File: src/rtl/router_fifo_pkt.sv
// Packet-aware output-channel FIFO: stores {header tag, data} per entry and
// follows packet boundaries on the read side using the header length field.
module router_fifo_pkt #(
    parameter int DATA_W    = 8,
    parameter int ADDR_W    = 4,
    parameter int LEN_LSB   = 2,
    parameter int AF_THRESH = 14
) (
    input  logic              clock,
    input  logic              reset,
    input  logic              soft_reset,
    input  logic              write_enb,
    input  logic              lfd_state,
    input  logic [DATA_W-1:0] data_in,
    input  logic              read_enb,
    output logic [DATA_W-1:0] data_out,
    output logic              data_valid,
    output logic              empty,
    output logic              full,
    output logic              almost_full,
    output logic [ADDR_W:0]   occupancy,
    output logic              pkt_active,
    output logic              pkt_last,
    output logic              overflow,
    output logic              underflow,
    output logic              pkt_err
);

    localparam int DEPTH = 1 << ADDR_W;
    localparam int LEN_W = DATA_W - LEN_LSB;
    localparam int REM_W = LEN_W + 1;

    logic [DATA_W:0]     mem_q [DEPTH];

    logic [ADDR_W:0]     wr_ptr_q, wr_ptr_d;
    logic [ADDR_W:0]     rd_ptr_q, rd_ptr_d;
    logic [REM_W-1:0]    rem_q, rem_d;
    logic [DATA_W-1:0]   data_out_q, data_out_d;
    logic                data_valid_q, data_valid_d;
    logic                pkt_last_q, pkt_last_d;
    logic                overflow_q, overflow_d;
    logic                underflow_q, underflow_d;
    logic                pkt_err_q, pkt_err_d;

    logic                wr_acc, rd_acc, flush;
    logic [DATA_W:0]     rd_entry;
    logic                rd_tag;
    logic [LEN_W-1:0]    rd_len;

    // Pointers carry one extra wrap bit so full and empty are distinguishable.
    assign occupancy   = wr_ptr_q - rd_ptr_q;
    assign empty       = (wr_ptr_q == rd_ptr_q);
    assign full        = (wr_ptr_q[ADDR_W] != rd_ptr_q[ADDR_W]) &&
                         (wr_ptr_q[ADDR_W-1:0] == rd_ptr_q[ADDR_W-1:0]);
    assign almost_full = (occupancy >= (ADDR_W+1)'(AF_THRESH));

    assign data_out    = data_out_q;
    assign data_valid  = data_valid_q;
    assign pkt_last    = pkt_last_q;
    assign overflow    = overflow_q;
    assign underflow   = underflow_q;
    assign pkt_err     = pkt_err_q;
    assign pkt_active  = (rem_q != '0);

    assign flush    = reset || soft_reset;
    assign wr_acc   = write_enb && !full;
    assign rd_acc   = read_enb && !empty;
    assign rd_entry = mem_q[rd_ptr_q[ADDR_W-1:0]];
    assign rd_tag   = rd_entry[DATA_W];
    assign rd_len   = rd_entry[DATA_W-1:LEN_LSB];

    always_comb begin
        wr_ptr_d     = wr_ptr_q;
        rd_ptr_d     = rd_ptr_q;
        rem_d        = rem_q;
        data_out_d   = data_out_q;
        data_valid_d = 1'b0;
        pkt_last_d   = 1'b0;
        overflow_d   = overflow_q;
        underflow_d  = underflow_q;
        pkt_err_d    = pkt_err_q;

        if (wr_acc)
            wr_ptr_d = wr_ptr_q + 1'b1;
        if (write_enb && full)
            overflow_d = 1'b1;
        if (read_enb && empty)
            underflow_d = 1'b1;

        if (rd_acc) begin
            rd_ptr_d     = rd_ptr_q + 1'b1;
            data_out_d   = rd_entry[DATA_W-1:0];
            data_valid_d = 1'b1;
            if (rd_tag) begin
                // A header arriving while bytes are still owed means the previous packet was cut short.
                if (rem_q != '0)
                    pkt_err_d = 1'b1;
                rem_d = {1'b0, rd_len} + REM_W'(1);
            end else if (rem_q != '0) begin
                rem_d = rem_q - REM_W'(1);
                if (rem_q == REM_W'(1))
                    pkt_last_d = 1'b1;
            end else begin
                pkt_err_d = 1'b1;
            end
        end
    end

    always_ff @(posedge clock) begin
        if (flush) begin
            wr_ptr_q     <= '0;
            rd_ptr_q     <= '0;
            rem_q        <= '0;
            data_out_q   <= '0;
            data_valid_q <= 1'b0;
            pkt_last_q   <= 1'b0;
            overflow_q   <= 1'b0;
            underflow_q  <= 1'b0;
            pkt_err_q    <= 1'b0;
        end else begin
            wr_ptr_q     <= wr_ptr_d;
            rd_ptr_q     <= rd_ptr_d;
            rem_q        <= rem_d;
            data_out_q   <= data_out_d;
            data_valid_q <= data_valid_d;
            pkt_last_q   <= pkt_last_d;
            overflow_q   <= overflow_d;
            underflow_q  <= underflow_d;
            pkt_err_q    <= pkt_err_d;
        end
    end

    // Storage is deliberately not cleared by either reset.
    always_ff @(posedge clock) begin
        if (!flush && wr_acc)
            mem_q[wr_ptr_q[ADDR_W-1:0]] <= {lfd_state, data_in};
    end

endmodule
File: config.mk
export PLATFORM = sky130hd
export DESIGN_NAME = router_fifo_pkt
export DESIGN_NICKNAME = d
export VERILOG_FILES = /design/src/rtl/router_fifo_pkt.sv
export SDC_FILE = /design/constraint.sdc
export NUM_CORES = 1
export LEC_CHECK = 0
export CORE_UTILIZATION = 30
export CTS_BUF_LIST = sky130_fd_sc_hd__clkbuf_4 sky130_fd_sc_hd__clkbuf_8
export DETAILED_ROUTE_END_ITERATION = 6
export GPL_ROUTABILITY_DRIVEN = 0
export PLACE_DENSITY = 0.55
export SLEW_MARGIN = 20
export SYNTH_ARGS = -nofsm -noshare
export SYNTH_HDL_FRONTEND = slang
export SYNTH_SLANG_ARGS = --single-unit
File: constraint.sdc
create_clock -name clock -period 2.9 [get_ports clock]
set_input_delay 0.435 -clock clock [delete_from_list [all_inputs] [get_ports clock]]
set_output_delay 0.435 -clock clock [all_outputs]
set_load 0.1 [all_outputs]
==> impl_metrics.ini, run 1 <==
[status]
status = complete, no violations

[sta]
fin_setup_tns_ns = 0
setup_viol = 0
rsz0062_at_grt = no
layout_setup_ws_ns = 0.128
period_needed_ns = 2.77
relSlewSlack = 0.616
finalHoldViolations = 0
finClkSkew_ns = 0.0151
fmax_ghz = 0.361
finalMaxSlewViolations = 0
max_slew.worst_pin.slew_ns = 0.572
final.period_utilization = 0.956

[setup_path]
path_buf_inv = 3
critPathCaptureType = output port
path_class = register to output port
crit_family = compound AO/OA/AOI/OAI gates
cpPeakStageDelay_ns = 0.37
required_ns = 2.47
slowest_stage = fa_2
worstPathCellList = inv_2 > ha_1 > inv_1 > fa_2 > a21o_1 > a21oi_4 > xnor2_4 > a31o_4 > buf_12
startpoint_type = register
cp_max_fo = 3
crit_arrival_ns = 2.34

[logic_synthesis]
synthTopCellsByArea = edfxtp_1 60%, mux4_2 10%, dfxtp_1 9.4%
syn_nets = 472
synthCells = 443
yosysTopAreaCellShare = 0.597
ys_seq_elements = 178
syn_area_per_cell_um2 = 16.4
synth_edf_count = 144
ys_types = 41
synthArstFlopShare = 0
yosys_warnings = 0
synthFlopType = edfxtp_1
netlist_area_um2 = 7250
ys_seq_area_frac = 0.691
yosysMostFrequentCell = edfxtp_1
synth.top_cells.by_count = 144 x edfxtp_1, 40 x nor2_1, 35 x nand2_1
synth_top_area_cell = edfxtp_1

[pwr]
vdd_drop_max_v = 0.000308
powerDensity_nw_per_um2 = 545
p_leak_nw = 2.84

[final_layout]
nFillCells = 2228
layout.nets = 543
drive_gt1_frac = 0.268
seq_area_um2 = 5010
multi_input_area_um2 = 2200
syn2layout_area_growth_pct = 20.6
antenna_cells = 0

[placed_design]
pre_cts_ws_ns = 0.103
dp_hpwl_um = 10400
numPortBuffers = 35

[clock_tree]
htreeDepth = 4
tritoncts = done
clock-sinks = 178
path_clk_slew_ns = 0.10
tritoncts.num_buffers = 17
clk_latency_ns = 0.45
cts_buffer_depth = 2
hold_buffers = 0
cts-root-buf = clkbuf_8

[global_route]
first_global_vias = 4172
grt_usage = 0.138
antenna_found_initial = 0
grt_max_degree = 34
grt_pass1_wl_um = 24600
overflow = 0

[route]
drc = 0
num_vias = 4012
drtIter0Drc = 336
wl_per_cell_um = 18.6
via_per_inst = 4.74
wl_um = 15700
detail-route-antenna-nets = 0
first_pass_iters = 4

[floorplanning]
die_x_um = 157
rows = 56
die_h_um = 157
dieArea_um2 = 24800
core_area_um2 = 23600
ios = 36
start_util = 0.307

[hold_path]
hp-class = register to register

[job]
maxCapViolCount = 0
-- path summary, 6_finish.rpt --
check                                 start          end  slack (ns)  cells past startpoint
worst max-delay path            wr_ptr_q[0]  almost_full        0.13                      9
worst min-delay path            data_out[0]  data_out[0]        0.46                      2
worst max register to register     register     rem_q[5]        0.19                      9
worst min register to register  data_out[0]  data_out[0]        0.46                      2
-- worst register-to-register path, delay by kind of cell, from the launching register on --
| kind | cells | cell delay (ns) |
|---|---|---|
| buffers and inverters | 2 | 0.26 |
| and+or+nand+nor | 2 | 0.31 |
| DFF | 1 | 0.44 |
| AOI/OAI and AO/OA | 2 | 0.21 |
| muxes | 2 | 1.07 |
| adders and majority gates | 1 | 0.27 |
-- logic make-up (layout without fill, tap and decap cells) --
logic type      Yosys count  after routing  share of synthesized area
buf+inv                  31            115                     0.0209
simple gates            113            113                     0.0727
fa+ha+maj                15             15                     0.0269
flops                   178            178                      0.691
xor+xnor                 15             15                     0.0181
mux                      41             41                      0.129
compound gates           50             50                     0.0414
-- metal layers --
metal,global-route usage,up-vias,routed length (µm)
li1,-,1846,-
met1,0.182,2052,7010
met2,0.225,107,7660
met3,0.0352,7,978
met4,0.0342,0,104
met5,0,-,0
-- registers in the layout, summed over array words and instances, names as in the netlist, 5 cells and up, named ones only --
name / flops
rem_q: 7
wr_ptr_q: 5
rd_ptr_q: 5
data_out: 8
mem_q: 144
-- cell type report --
class,count,area share
Multi-Input combinational cell,234,0.252
Inverter,13,0.00558
Clock inverter,15,0.0202
Tap cell,319,0.0457
Timing Repair Buffer,70,0.0767
Clock buffer,17,0.0268
Sequential cell,178,0.574
-- repair_timing --
item / CTS / global route
resized for setup: 5 / 5
buffers inserted: 0 / 2
setup endpoints to repair: 2 / 8
pin swaps: 0 / 2
-- through the flow --
step	instance area [µm²]	instances	util	hold slack, ns	power (W)
after detailed placement	8290	812	0.351	0.451	0.00309
after floorplan	7330	443	-	0.474	0.00299
after CTS	8710	844	0.369	0.464	0.00482
final	8740	846	0.370	0.457	0.00476
after global placement	8290	812	0.351	0.445	0.00309
after global routing	8740	846	0.370	0.485	0.00493
-- placed cells by master (no fill, tap or decap), types with 13 or more instances in the layout --
cell	instances
a21oi_1	20
buf_4	48
clkbuf_8	17
clkdlybuf4s50_1	13
dfxtp_1	30
edfxtp_1	144
ha_1	14
mux4_2	33
nand2_1	34
nor2_1	39
-- where the power goes --
| group | internal (W) | switching, W |
|---|---|---|
| logic | 0.0000886 | 0.000174 |
| clock network | 0.000792 | 0.000939 |
| registers | 0.00276 | 0.00000601 |
(Power assumes the default switching activity.)
==> run 2, diff against run 1 <==
--- a/config.mk
+++ b/config.mk
@@ -5,6 +5,7 @@
 export SDC_FILE = /design/constraint.sdc
 export NUM_CORES = 1
 export LEC_CHECK = 0
+export CAP_MARGIN = 20
 export CORE_UTILIZATION = 30
 export CTS_BUF_LIST = sky130_fd_sc_hd__clkbuf_4 sky130_fd_sc_hd__clkbuf_8
 export DETAILED_ROUTE_END_ITERATION = 6
==> results of run 2 <==
Final layout, timing and power as in run 1 (identical DEF).
==> patch 1 (settings of run 2) <==
Set the parameter `DATA_W` to 12 (it was 8).
--- a/src/rtl/router_fifo_pkt.sv
+++ b/src/rtl/router_fifo_pkt.sv
@@ -1,7 +1,7 @@
 // Packet-aware output-channel FIFO: stores {header tag, data} per entry and
 // follows packet boundaries on the read side using the header length field.
 module router_fifo_pkt #(
-    parameter int DATA_W    = 8,
+    parameter int DATA_W    = 12,
     parameter int ADDR_W    = 4,
     parameter int LEN_LSB   = 2,
     parameter int AF_THRESH = 14
Ports: changed (resized data_in and data_out); port bits go from 36 to 44. No check against the original RTL was run, so the function may have changed too.
==> patch 1 against run 2 <==
Clock power is 79% higher; cell area up 41%; final cell count is 42% higher; critical path depth is the same; wire length is 48% higher; synthesized area up 39%; sequential power grew 41%; total power increased by 54%; die area grew 38%; sequential cell count rose by 72; setup slack got worse by 0.069 ns; largest power group unchanged; highest routed layer unchanged.
==> patch 1: results (changes against run 2) <==
[yosys]
nets_in_the_synthesized_netlist=636  ; +35%
synthesis.area_per_instance_um2=16.7  ; +1.9%
post_synth_xor_area_fraction=0.0148  ; -0.00331
synth_top_cells_by_count=sky130_fd_sc_hd__edfxtp_1 (208), sky130_fd_sc_hd__mux4_2 (55), sky130_fd_sc_hd__nand2_1 (54)
synth_sequential_area_ratio=0.705  ; +0.0147
async_flop_share=0  ; unchanged
yosys.area_share.adder=0.0194  ; -0.00751
synth_cell_types=45  ; +9.8%
synth_warn=0  ; unchanged
synth_top_flop_cell=sky130_fd_sc_hd__edfxtp_1
post_synth_mux_area_share=0.129  ; -0.000814
yosys-top-cells-area=sky130_fd_sc_hd__edfxtp_1 (62%), sky130_fd_sc_hd__mux4_2 (12%), sky130_fd_sc_hd__dfxtp_1 (8.4%), sky130_fd_sc_hd__nand2_1 (2.0%), sky130_fd_sc_hd__ha_1 (1.7%)
synth_compound_area_frac=0.0461  ; +0.00464
synth-edff-count=208  ; +44%

[detailed_routing]
drt-total-wl_um=23200  ; +48%
first_pass_drt_iterations=5  ; +1
routed-via-count=5668  ; +41%
initialDrtViolationCount=529  ; +57%
wire_per_inst_um=19.3  ; +3.7%

[critical_path]
critPathSlowestCell=sky130_fd_sc_hd__dfxtp_4
worst-path-max-fanout=5  ; +2

[placed_design]
dp.cells=1120  ; +38%
dp_hpwl_um=15500  ; +48%
placement.io_buffers=43  ; +23%
detailedPlace.worstSlack_ns=0.191  ; +0.0879 ns
dpl_cell_area_um2=11400  ; +38%

[timing]
timing.final.max_slew_violations=0  ; unchanged
actual_slew_at_the_worst_max_slew_pin_ns=0.728  ; +0.156 ns
timing.clock.skew_ns=0.0243  ; +0.00917 ns

[cts]
clockBufferDepth=3  ; +1
tritoncts.num_buffers=42  ; +25
clkSlewWorstSetupHoldPaths_ns=0.06  ; -0.04 ns
htree_num_levels=2  ; -2
worstSkewPairLatency_ns=0.55  ; +0.10 ns

[power]
peakVddDrop_uv=301  ; -2.2%
power.static_leakage_uw=0.00407  ; +43%

[final_layout]
finalNetCount=760  ; +40%
max_ffs_per_register=208  ; +44%
layout-drive-gt1-share=0.307  ; +0.0390
fillers=3033  ; +36%
reg_area_um2=7100  ; +42%

[global_route]
global_route_wire_length_before_repair_um=35000  ; +42%
grt_pass1_vias=5756  ; +38%
antenna_violations_before_repair=1  ; +1
track_usage=0.139  ; +0.00144
grt_start_max_net_pins=37  ; +8.8%

[status]
status=finished, final reports clean

## patch 1: cell count changes after synthesis, sizes merged, moves of 4 or more
cell,before,now
a21oi,22,33
nor2,40,45
nor4,1,5
clkbuf,6,13
nor3,7,12
o21ai,7,13
dfxtp,34,42
a22oi,11,18
mux4,40,55
nand2,35,55
edfxtp,144,208
## patch 1: layout make-up
class	count	area share
Antenna cell	1	0.000203
Clock buffer	53	0.0536
Clock inverter	24	0.0142
Inverter	13	0.00427
Multi-Input combinational cell	313	0.228
Sequential cell	250	0.576
Tap cell	442	0.0449
Timing Repair Buffer	107	0.0788
## patch 1: what timing repair did
action,4_1_cts,5_1_grt
hold endpoints to repair,0,0
pin swaps,1,4
endpoints found under the setup margin,2,2
resized for setup,5,4
setup buffers,0,5
## patch 1: power by group
group / total [uW] / internal (uW) / leakage, uW / switching (uW)
logic: 348 / 120 / 0.00142 / 228
registers: 3910 / 3900 / 0.00221 / 10.4
clock network: 3090 / 1690 / 0.000440 / 1400
## patch 1: final timing paths
| check | cells after the start | slack, ns | end | startpoint |
|---|---|---|---|---|
| worst min-delay path | 2 | 0.45 | data_out[2]$_SDFFE_PP0P_ | data_out[2]$_SDFFE_PP0P_ |
| worst min register to register | 2 | 0.45 | data_out[2]$_SDFFE_PP0P_ | data_out[2]$_SDFFE_PP0P_ |
| worst max register to register | 8 | 0.18 | rem_q[8]$_SDFFE_PP0P_ | register |
| worst max-delay path | 9 | 0.06 | almost_full | wr_ptr_q[0]$_SDFFE_PP0N_ |
## patch 1: layer usage
metal / wire, um / GRT usage / part of all wire
met5: 0 / 0 / 0
met2: 11200 / 0.225 / 0.48
met3: 1180 / 0.0275 / 0.051
met4: 459 / 0.0453 / 0.020
met1: 10400 / 0.188 / 0.45
==> patch 2 (settings of run 2) <==
Without the edit above. Register the output `overflow` once more; this adds one clock of latency there. The other outputs are not delayed to match.
--- a/src/rtl/router_fifo_pkt.sv
+++ b/src/rtl/router_fifo_pkt.sv
@@ -57,7 +57,9 @@
     assign data_out    = data_out_q;
     assign data_valid  = data_valid_q;
     assign pkt_last    = pkt_last_q;
-    assign overflow    = overflow_q;
+    always_ff @(posedge clock) begin
+        overflow <= overflow_q;
+    end
     assign underflow   = underflow_q;
     assign pkt_err     = pkt_err_q;
     assign pkt_active  = (rem_q != '0);
Formal check against the unedited RTL: same outputs for any inputs over 10 cycles, from zero or initial values; that may be too few to reach the edited logic, so the function may still have changed.
==> patch 2 against run 2 <==
Wire length shrank 2.6%; sequential cell count grew 1; synthesized area grew 0.28%; utilization decreased by 0.34 points; fmax shrank 0.60%; total power is essentially flat; cell area decreased by 0.92%; setup slack got worse by 0.017 ns; largest power group unchanged.
==> patch 2: results (changes against run 2) <==
[status]
status=finished, final reports clean

[global_route]
grt_pass1_vias=4092  ; -1.9%
grt_start_max_net_pins=34  ; unchanged
antenna_violations_before_repair=0  ; unchanged
global_route_wire_length_before_repair_um=23600  ; -4.1%
track_usage=0.133  ; -0.00436

[yosys]
synth_warn=0  ; unchanged
synth-edff-count=144  ; unchanged
yosys-top-cells-area=sky130_fd_sc_hd__edfxtp_1 (60%), sky130_fd_sc_hd__mux4_2 (10%), sky130_fd_sc_hd__dfxtp_1 (9.6%), sky130_fd_sc_hd__mux4_1 (2.5%), sky130_fd_sc_hd__ha_1 (2.4%)
nets_in_the_synthesized_netlist=473  ; +0.21%
synth_top_cells_by_count=sky130_fd_sc_hd__edfxtp_1 (144), sky130_fd_sc_hd__nor2_1 (40), sky130_fd_sc_hd__dfxtp_1 (35), sky130_fd_sc_hd__nand2_1 (35), sky130_fd_sc_hd__mux4_2 (33)
synth_top_flop_cell=sky130_fd_sc_hd__edfxtp_1
synth_sequential_area_ratio=0.691  ; +0.000852

[power]
peakVddDrop_uv=259  ; -16%
net_switching_fraction_of_the_power=0.230  ; -0.00491
power.static_leakage_uw=0.00280  ; -1.6%

[detailed_routing]
first_pass_drt_iterations=5  ; +1
routed-via-count=3945  ; -1.7%
wire_per_inst_um=18.3  ; -1.6%
initialDrtViolationCount=362  ; +7.7%

[critical_path]
cp.arrival_ns=2.35
crit_start=wr_ptr_q[0]$_SDFFE_PP0N_
worst-path-max-fanout=5  ; +2

[placed_design]
dpl_cell_area_um2=8240  ; -0.63%
placement.io_buffers=35  ; unchanged
detailedPlace.worstSlack_ns=0.236  ; +0.132 ns
dp_hpwl_um=9810  ; -6.0%

[final_layout]
max_ffs_per_register=144  ; unchanged
finalNetCount=535  ; -1.5%
layout-drive-gt1-share=0.250  ; -0.0171
antennaDiodeCount=0  ; unchanged
areaGrowthSynthToFinish_pct=19.2

[cts]
clockBufferDepth=2  ; unchanged
worstSkewPairLatency_ns=0.46
tritoncts.num_buffers=17  ; unchanged
htree_num_levels=4  ; unchanged
clkSlewWorstSetupHoldPaths_ns=0.09

[min_path]
holdCritPathClass=register to register
min-delay-start=overflow_q$_SDFFE_PP0P_

[timing]
relSlewSlack=0.634  ; +0.0177
timing.clock.skew_ns=0.0126  ; -0.00250 ns

## patch 2: layout make-up
class                           instances  area, um2
Clock inverter                         13        150
Clock buffer                           19        249
Inverter                               13       48.8
Timing Repair Buffer                   61        591
Fill cell                            2228      15000
Sequential cell                       179       5030
Tap cell                              319        399
Multi-Input combinational cell        234       2190
## patch 2: worst max-delay path: stages, from the launching register on
cell	delay, ns
sky130_fd_sc_hd__dfxtp_2	0.36
sky130_fd_sc_hd__inv_2	0.08
sky130_fd_sc_hd__ha_1	0.14
sky130_fd_sc_hd__inv_1	0.06
sky130_fd_sc_hd__fa_2	0.36
sky130_fd_sc_hd__a21o_1	0.20
sky130_fd_sc_hd__a21oi_4	0.20
sky130_fd_sc_hd__xnor2_4	0.10
sky130_fd_sc_hd__a31o_4	0.24
sky130_fd_sc_hd__buf_12	0.16
## patch 2: power by group through the flow
stage | logic, uW | clock network [uW] | registers, uW
5_1_grt | 278 | 1860 | 2790
4_1_cts | 261 | 1770 | 2780
3_5_place_dp | 259 | 0 | 2840
6_report | 257 | 1720 | 2780
3_3_place_gp | 255 | 0 | 2840
2_1_floorplan | 140 | 0 | 2860
## patch 2: timing repair
action	in CTS	in global routing
setup endpoints to repair	2	1
pin swaps	1	0
gates resized for setup	3	4
buffers inserted	1	0
## patch 2: final timing paths
check	endpoint	cells past startpoint	slack [ns]
worst max-delay path	almost_full	9	0.11
worst min-delay path	overflow$_DFF_P_	0	0.36
worst max register to register	rem_q[5]$_SDFFE_PP0P_	9	0.22
worst min register to register	overflow$_DFF_P_	0	0.36
## patch 2: logic make-up after synthesis
| logic type | synth area share |
|---|---|
| AO/OA/AOI/OAI | 0.0413 |
| XOR/XNOR | 0.0181 |
| adder cells (fa/ha/maj) | 0.0269 |
| buffers and inverters | 0.0208 |
| flip-flops | 0.691 |
| multiplexers | 0.129 |
| AND/OR/NAND/NOR | 0.0725 |
## patch 2: metal layers
layer / up-vias / GRT usage / share of wire
li1: 1832 / - / -
met4: 0 / 0.0435 / 0.010
met3: 11 / 0.0326 / 0.077
met5: - / 0 / 0
met2: 115 / 0.219 / 0.49
met1: 1987 / 0.172 / 0.42
## patch 2: metrics by stage
step,hold WS [ns],power (uW),instances
3_3_place_gp,0.339,3100,805
4_1_cts,0.360,4820,838
2_1_floorplan,0.331,3000,444
3_5_place_dp,0.344,3100,805
5_1_grt,0.367,4930,838
6_report,0.355,4760,838
